## src/rtl/infer_argmax_ctrl.sv

```systemverilog
// infer_argmax_ctrl: sequences one inference on an external engine (clear
// pulse, start pulse, bounded wait for completion), then scans the ten class
// scores one per cycle and presents the signed argmax to the host until it
// acknowledges.
//
// Handshakes: req is seen only in IDLE and is a level sampled on the rising
// edge; res_valid stays high in RESULT with res_* frozen until ack is sampled
// high, and the controller is back in IDLE on the following cycle. ack outside
// RESULT and req outside IDLE have no effect.
module infer_argmax_ctrl #(
   parameter int DATA_WIDTH     = 16,
   parameter int TIMEOUT_CYCLES = 1048576
) (
   input  logic                  clk,
   input  logic                  rst,
   input  logic                  req,
   input  logic                  ack,
   output logic                  busy,
   output logic                  eng_reset,
   output logic                  eng_start,
   input  logic                  eng_done,
   output logic [3:0]            out_idx,
   input  logic [DATA_WIDTH-1:0] eng_out,
   output logic                  res_valid,
   output logic [3:0]            res_digit,
   output logic [DATA_WIDTH-1:0] res_score,
   output logic                  res_err,
   output logic [2:0]            dbg_state_o
);

   // One bit of headroom so the counter can never wrap while waiting.
   localparam int CNT_W = $clog2(TIMEOUT_CYCLES) + 1;
   localparam logic [CNT_W-1:0] CNT_LAST = CNT_W'(TIMEOUT_CYCLES - 1);
   localparam logic [CNT_W-1:0] CNT_ONE  = CNT_W'(1);
   localparam logic [3:0]       IDX_LAST = 4'd9;

   typedef enum logic [2:0] {
      S_IDLE   = 3'd0,
      S_CLR    = 3'd1,
      S_START  = 3'd2,
      S_WAIT   = 3'd3,
      S_SCAN   = 3'd4,
      S_RESULT = 3'd5
   } state_t;

   state_t                 state_q, state_d;
   logic [CNT_W-1:0]       cnt_q, cnt_d;
   logic [3:0]             idx_q, idx_d;
   logic [3:0]             best_idx_q, best_idx_d;
   logic [DATA_WIDTH-1:0]  best_score_q, best_score_d;
   logic                   err_q, err_d;

   // Next-state and datapath updates; every register holds unless told otherwise.
   always_comb begin
      state_d      = state_q;
      cnt_d        = cnt_q;
      idx_d        = idx_q;
      best_idx_d   = best_idx_q;
      best_score_d = best_score_q;
      err_d        = err_q;
      case (state_q)
         S_IDLE: begin
            if (req) state_d = S_CLR;
         end
         S_CLR: begin
            state_d = S_START;
         end
         S_START: begin
            cnt_d   = '0;
            err_d   = 1'b0;
            state_d = S_WAIT;
         end
         S_WAIT: begin
            // Completion is only trusted here, after the engine was cleared.
            if (eng_done) begin
               idx_d   = 4'd0;
               state_d = S_SCAN;
            end else if (cnt_q == CNT_LAST) begin
               err_d   = 1'b1;
               state_d = S_RESULT;
            end else begin
               cnt_d = cnt_q + CNT_ONE;
            end
         end
         S_SCAN: begin
            // Strict compare keeps the lowest index on ties.
            if ((idx_q == 4'd0) || ($signed(eng_out) > $signed(best_score_q))) begin
               best_score_d = eng_out;
               best_idx_d   = idx_q;
            end
            if (idx_q == IDX_LAST) begin
               idx_d   = 4'd0;
               err_d   = 1'b0;
               state_d = S_RESULT;
            end else begin
               idx_d = idx_q + 4'd1;
            end
         end
         S_RESULT: begin
            if (ack) state_d = S_IDLE;
         end
         default: begin
            state_d = S_IDLE;
            idx_d   = 4'd0;
         end
      endcase
   end

   // State and datapath registers with synchronous active-low clear.
   always_ff @(posedge clk) begin
      if (!rst) begin
         state_q      <= S_IDLE;
         cnt_q        <= '0;
         idx_q        <= 4'd0;
         best_idx_q   <= 4'd0;
         best_score_q <= '0;
         err_q        <= 1'b0;
      end else begin
         state_q      <= state_d;
         cnt_q        <= cnt_d;
         idx_q        <= idx_d;
         best_idx_q   <= best_idx_d;
         best_score_q <= best_score_d;
         err_q        <= err_d;
      end
   end

   // Outputs are pure decodes of registered state, so pulses last one cycle.
   assign busy        = (state_q != S_IDLE);
   assign eng_reset   = (state_q == S_CLR);
   assign eng_start   = (state_q == S_START);
   assign out_idx     = (state_q == S_SCAN) ? idx_q : 4'd0;
   assign res_valid   = (state_q == S_RESULT);
   assign res_digit   = best_idx_q;
   assign res_score   = best_score_q;
   assign res_err     = err_q;
   assign dbg_state_o = state_q;

endmodule

```

## config.mk

```make
export PLATFORM = sky130hd
export DESIGN_NAME = infer_argmax_ctrl
export DESIGN_NICKNAME = d
export VERILOG_FILES = /design/src/rtl/infer_argmax_ctrl.sv
export SDC_FILE = /design/constraint.sdc
export NUM_CORES = 1
export LEC_CHECK = 0
export CAP_MARGIN = 20
export CORE_MARGIN = 3
export CORE_UTILIZATION = 45
export CTS_CLUSTER_SIZE = 20
export DETAILED_ROUTE_END_ITERATION = 6
export GPL_ROUTABILITY_DRIVEN = 1
export PLACE_DENSITY = 0.79
export SLEW_MARGIN = 0
export SYNTH_ARGS = -nofsm -noshare
export SYNTH_HDL_FRONTEND = slang
export SYNTH_SLANG_ARGS = --single-unit
```

## constraint.sdc

```tcl
create_clock -name clk -period 5.11 [get_ports clk]
set_clock_uncertainty 0.15 [all_clocks]
set_input_delay 0.511 -clock clk [delete_from_list [all_inputs] [get_ports clk]]
set_output_delay 0.511 -clock clk [all_outputs]
set_load 0.01 [all_outputs]
```

==> metrics.txt <==
status finished, final reports clean; Synth-to-Final Area Change 24.9%; Post-Syn Area per Cell between 8 and 9 sq um; RR Startpoint res_score[15]; Post-Synthesis Cell Area about 2700 sq um; Initial Utilization between 40% and 50%; CTS tree done; Post-synth ARST share 0%; routed via count around 2,400; min-delay worst type reg2reg; drt via density roughly 5.3; RSZ-0062 raised after global routing no; post-cts gate resize count 0; reg2reg end res_score[11]; wire per inst about 13 microns; antenna violations before repair 0; top_reg_cell synth dfxtp_1; Yosys reg bits 49; Fmax roughly 300 MHz; WHS Path Cells 2; P per Cell Area 229 nW/um^2; antenna viol nets, final 0; Total Wirelength ~6.1 mm; Worst-Skew Late Latency between 300 and 400 ps; largest net degree at the start of global routing 25; H-tree depth 2; number of enable flip-flop cells after synthesis 0; drt initial violations 115; net count reported at finish around 420; Max FO, Critical Path 13; hold endpoint cnt_q[20]; fraction of layout cells with a size suffix above 1 about 4.5%; max cap viols 0; final core utilization between 50% and 60%; # setup viols final 0; Final Hold Viols 0; Clock transition at path regs roughly 100 ps; DIE HEIGHT around 83 microns; Post-Route Setup TNS 0 ps; crit path kind in2reg; post-route clock period utilization between 60 and 70%; GRT Total Usage approximately 17%; HPWL after DPL ~4.7 mm; Cell variety after synth 42; total CTS buffers 5; Leakage Power 1.19 nW; Die Wd roughly 83 microns; fin crit period 3320 ps; Seq/Total Area, Yosys 36.5%; # hold bufs at CTS 0; Die ar. 6940 sq um; first-pass GRT wire length 10.1 mm; maximum vdd drop roughly 0.12 mV; slew margin rel. a little under half; Worst Min Path Start cnt_q[20]; CP arrival approximately 3400 ps; Worst Setup End Kind flop; Synth warnings 0; reg2reg setup slack roughly 2000 ps; GRT overflow 0; CTS sink count 49; worst-margin pin slew a little over 800 ps; number of global-route vias before repair ~2,200; Worst setup SP type input pin; Cells after Synth around 330; diode count 0; Synthesized Nets 368; DRC 0; Port Buffers 52; reg2reg path depth 9; CTS root buf clkbuf_8; Pins Over Slew Limit 0; post-CTS setup buffers 0; drt first pass iters 4; core area 5640 sq um; number of cell rows 27; Placer Congestion 0.878; data required time of the worst path between 5000 and 6000 ps; I/O pins 53; maximum clock path buffer count 2
-- cells in the mapped netlist (all sizes together) (6+ instances only) --
cell type	number	area (sq um)
nand2	53	199
a21oi	11	55.1
o21ai	12	60.1
and2	6	38.8
xor2	11	96.3
clkbuf	9	33.8
nand4	8	50.1
and3	6	37.5
a211oi	6	50.1
nand3	13	65.1
mux2i	18	180
ha	20	250
dfxtp	49	981
inv	21	78.8
nor2	35	131
-- cell families (layout without fill, tap and decap cells) --
logic type / after synthesis / in the layout / share of synthesized area [%]
AO/OA/AOI/OAI: 43 / 43 / 10.5
XOR/XNOR: 16 / 16 / 5.21
buffers and inverters: 33 / 84 / 5.21
flip-flops: 49 / 49 / 36.5
AND/OR/NAND/NOR: 148 / 148 / 26.7
multiplexers: 18 / 18 / 6.70
adder cells (fa/ha/maj): 20 / 20 / 9.30
-- routing by layer --
metal	wire (microns)	GRT usage, %	part of all wire, %
met5	0	0	0
met1	2770	21.4	46
met3	339	4.66	5.6
met4	94	5.35	1.6
met2	2860	29.9	47
-- how the worst max path moves through the flow --
stage	startpoint	endpoint	slack, ps	cells after the start
final	eng_out[14]	res_score[11]	1790	9
after CTS	eng_out[14]	res_score[11]	1800	9
after floorplan	eng_out[7]	res_digit[0]	2630	8
after global placement	eng_out[1]	res_score[3]	1570	9
after detailed placement	eng_out[14]	res_score[11]	1470	9
after global routing	eng_out[15]	res_digit[1]	1640	9
-- layout make-up --
| type | instances | area [sq um] |
|---|---|---|
| fill | 495 | 2280 |
| inverter | 21 | 78.8 |
| timing repair buffer | 55 | 543 |
| sequential | 49 | 981 |
| clock inverter | 3 | 17.5 |
| multi-input combinational | 245 | 1580 |
| tap | 72 | 90.1 |
| clock buffer | 5 | 68.8 |
-- per-stage QoR --
step                      area (sq um)  instances  hold slack [ps]  total power, mW  setup slack, ps
after CTS                         3360        450              288            0.777             1800
after global placement            3270        442              266            0.547             1570
after global routing              3360        450              319            0.807             1640
after detailed placement          3270        442              271            0.550             1470
after floorplan                   2690        327              254            0.487             2630
final                             3360        450              290            0.768             1790
-- flip-flops by register name, summed over array words and instances (netlist names) --
| register | count |
|---|---|
| cnt_q | 21 |
| dbg_state_o | 3 |
| idx_q | 4 |
| res_digit | 4 |
| res_err | 1 |
| res_score | 16 |
-- critical path, stage by stage --
cell and delay, ps:
clkdlybuf4s50_1 450, ha_1 330, nand4_1 170, nor4_2 360, a21boi_2 220, o21ai_1 130, a311oi_4 660, buf_4 360
mux2i_1 200
-- where the power goes --
part	internal, mW	switching (mW)	leakage (nW)	total [mW]
sequential	0.389	0.0135	0.395	0.402
clock	0.0947	0.132	0.0439	0.227
combinational	0.0679	0.0709	0.747	0.139
-- cell usage in the layout (no fill, tap or decap), types with 5 or more instances in the layout --
cell type        count
a211oi_1             5
a21oi_1             11
and2_1               5
and3_1               6
clkbuf_8             5
clkdlybuf4s50_1     52
dfxtp_1             49
ha_1                20
inv_1               21
mux2i_1             18
nand2_1             53
nand3_1             13
nand4_1              8
nor2_1              35
o21ai_0              8
xnor2_1              5
xor2_1              11
No activity file was read; power rests on OpenSTA's default activity.
==> edit, RTL diff (config.mk and constraints unchanged) <==
Make the reset (`rst`) asynchronous in one clocked block.
--- a/src/rtl/infer_argmax_ctrl.sv
+++ b/src/rtl/infer_argmax_ctrl.sv
@@ -109,3 +109,3 @@
    // State and datapath registers with synchronous active-low clear.
-   always_ff @(posedge clk) begin
+   always_ff @(posedge clk or negedge rst) begin
       if (!rst) begin
Check against the original RTL: differs if rst is asserted again (counterexample within 4 cycles, from zero or initial values and one cycle with rst low); with rst held inactive, the same outputs for 10 cycles.
==> edit against the unedited design <==
The flow now finishes with violations (negative hold slack). Sequential cell count is the same. Register-to-register slack worse by 0.31 ns. Critical path depth did not move. Area after synthesis rose by 5.5%. Design area increased by 5.2%. Core utilization is 0.91 points lower. Via count down 6.4%. Count of clock-buffer cells in the layout did not move. Wire length fell by 0.92%. Worst setup slack got worse by 0.30 ns. Die area rose by 5.1%.
Power is not compared: it rests on default switching activity, and its combinational part moved more than twofold at a synthesized area within 25%.
==> edit: results (changes against the unedited design) <==
status=finished with violations; failing checks=negative hold slack; adder-cell share of the synthesized area=8.81% (-0.49 points); Hold Slack=-0.0111 ns (-0.301 ns); CP arrival=3.67 ns (+0.26 ns); Worst-Margin Slew=0.792 ns (-0.0121 ns); DR vias/cell=5.40 (+1.5%); CTS H-tree depth=2 (unchanged); Leak=1.62 nW; R2R Setup Slk=1.72 ns (-0.31 ns); largest net degree at the start of global routing=50 (+100%); Total Routing Usage GR=17.3% (-0.18 points); largest family of logic cells by synthesized area=simple AND/OR/NAND/NOR gates; clk root buf=clkbuf_8; final setup violation count=0 (unchanged); nets@finish=380 (-9.1%); WL met3=203 um (-40%); Synthesized Nets=325 (-12%); final WL=6000 um (-0.92%); setup TNS=0 ns (unchanged); ys flop type=dfrtp_1; xor/xnor cell area share of the yosys netlist=4.94% (-0.27 points); list of most frequent post-synthesis cells=dfrtp_1, nor2_1, inv_1, nand2_1, ha_1; dpl hpwl=4390 um (-5.7%); synth unique cells=38 (-9.5%); CTS Buf Count=5 (unchanged); share of the synthesized area in the top cell type=43.2% (+6.7 points); Pre-antenna DRT Iters=4 (unchanged); worst hold-check path type=in2async; crit path from=eng_out[15]; initial antenna violation count=0 (unchanged); met2 WL post-DR=2870 um (+0.49%); Synth Area in Compound Gates=10.3% (-0.15 points); I/O Buffers=52 (unchanged); first-pass GRT wire length=10400 um (+2.7%); number of DRC markers in iteration 0=102 (-11%); Worst-Skew Late Latency=0.30 ns; Top reg by flops=cnt_q; post-synthesis mux area share=9.52% (+2.8 points); Post-synth ARST share=100% (+100 points); worst reg2reg startpoint=res_score[15]$_DFFE_PN0P_; synthesized area per cell=10.0 um2 (+22%); fraction of layout cells with a size suffix above 1=10.6% (+6.1 points); crit path to=res_score[10]$_DFFE_PN0P_; DRT met1 WL=2840 um (+2.6%); Fill cells=511 (+3.2%); final hold viol count=18 (+18); worst-case clock buffer depth=2 (unchanged); register area share after synthesis=43.2% (+6.7 points); vias in the first global route=2269 (+2.3%); Area contributors post-synth=dfrtp_1, mux2_4, ha_1; clock-pin slew on the worst setup and hold paths=0.10 ns (about the same); GPL Wtd Cong=0.759 (-14%); CP Max Fanout=11 (-2)
## edit: worst min path at each step
| stage | startpoint | end | slack [ns] | depth (start not counted) |
|---|---|---|---|---|
| after floorplan | rst | cnt_q[0]$_DFFE_PN0P_ | 0.07 | 0 |
| final | rst | res_score[12]$_DFFE_PN0P_ | -0.01 | 1 |
| after global placement | cnt_q[19]$_DFFE_PN0P_ | cnt_q[20]$_DFFE_PN0P_ | 0.33 | 1 |
| after global routing | rst | res_score[12]$_DFFE_PN0P_ | 0.01 | 1 |
| after CTS | rst | res_score[12]$_DFFE_PN0P_ | 0.29 | 1 |
| after detailed placement | cnt_q[19]$_DFFE_PN0P_ | cnt_q[20]$_DFFE_PN0P_ | 0.32 | 1 |
## edit: cell type report
class | count | area [um2] | share of cell area [%]
Clock buffer | 5 | 68.8 | 1.95
Clock inverter | 3 | 22.5 | 0.637
Inverter | 24 | 90.1 | 2.55
Multi-Input combinational cell | 204 | 1480 | 41.9
Sequential cell | 49 | 1230 | 34.7
Tap cell | 75 | 93.8 | 2.66
Timing Repair Buffer | 55 | 551 | 15.6
## edit: kinds of logic after synthesis
family,Yosys count
AND/OR/NAND/NOR,105
flip-flops,49
AO/OA/AOI/OAI,45
buffers and inverters,31
adder cells (fa/ha/maj),20
multiplexers,18
XOR/XNOR,16
## edit: power by group
group	switching, W	internal, W	total (W)
clock	0.000135	0.0000962	0.000231
combinational	0.000331	0.000426	0.000757
sequential	0.000122	0.000482	0.000604
total	0.000588	0.00100	0.00159
## edit: metrics by stage
stage / util, % / cells / worst slack [ns] / instance area, um2
after CTS: 58.3 / 414 / 1.44 / 3510
final: 58.6 / 415 / 1.49 / 3530
after detailed placement: 56.8 / 406 / 1.11 / 3420
after global placement: 56.8 / 406 / 1.28 / 3420
after global routing: 58.6 / 415 / 1.34 / 3530
after floorplan: - / 284 / 2.40 / 2840
## edit: worst max-delay path: stages
cell and delay [ns]:
clkdlybuf4s50_1 0.43, ha_1 0.34, nand4_1 0.15, or4_1 0.57
o221ai_1 0.23, a31oi_2 0.09, a31oi_2 0.65, buf_4 0.37
mux2_4 0.32
## edit: layer usage
layer,global-route usage (%),up-vias
met3,2.82,6
met1,24.1,1090
met4,5.32,0
li1,-,1103
met2,27.8,40
met5,0,-
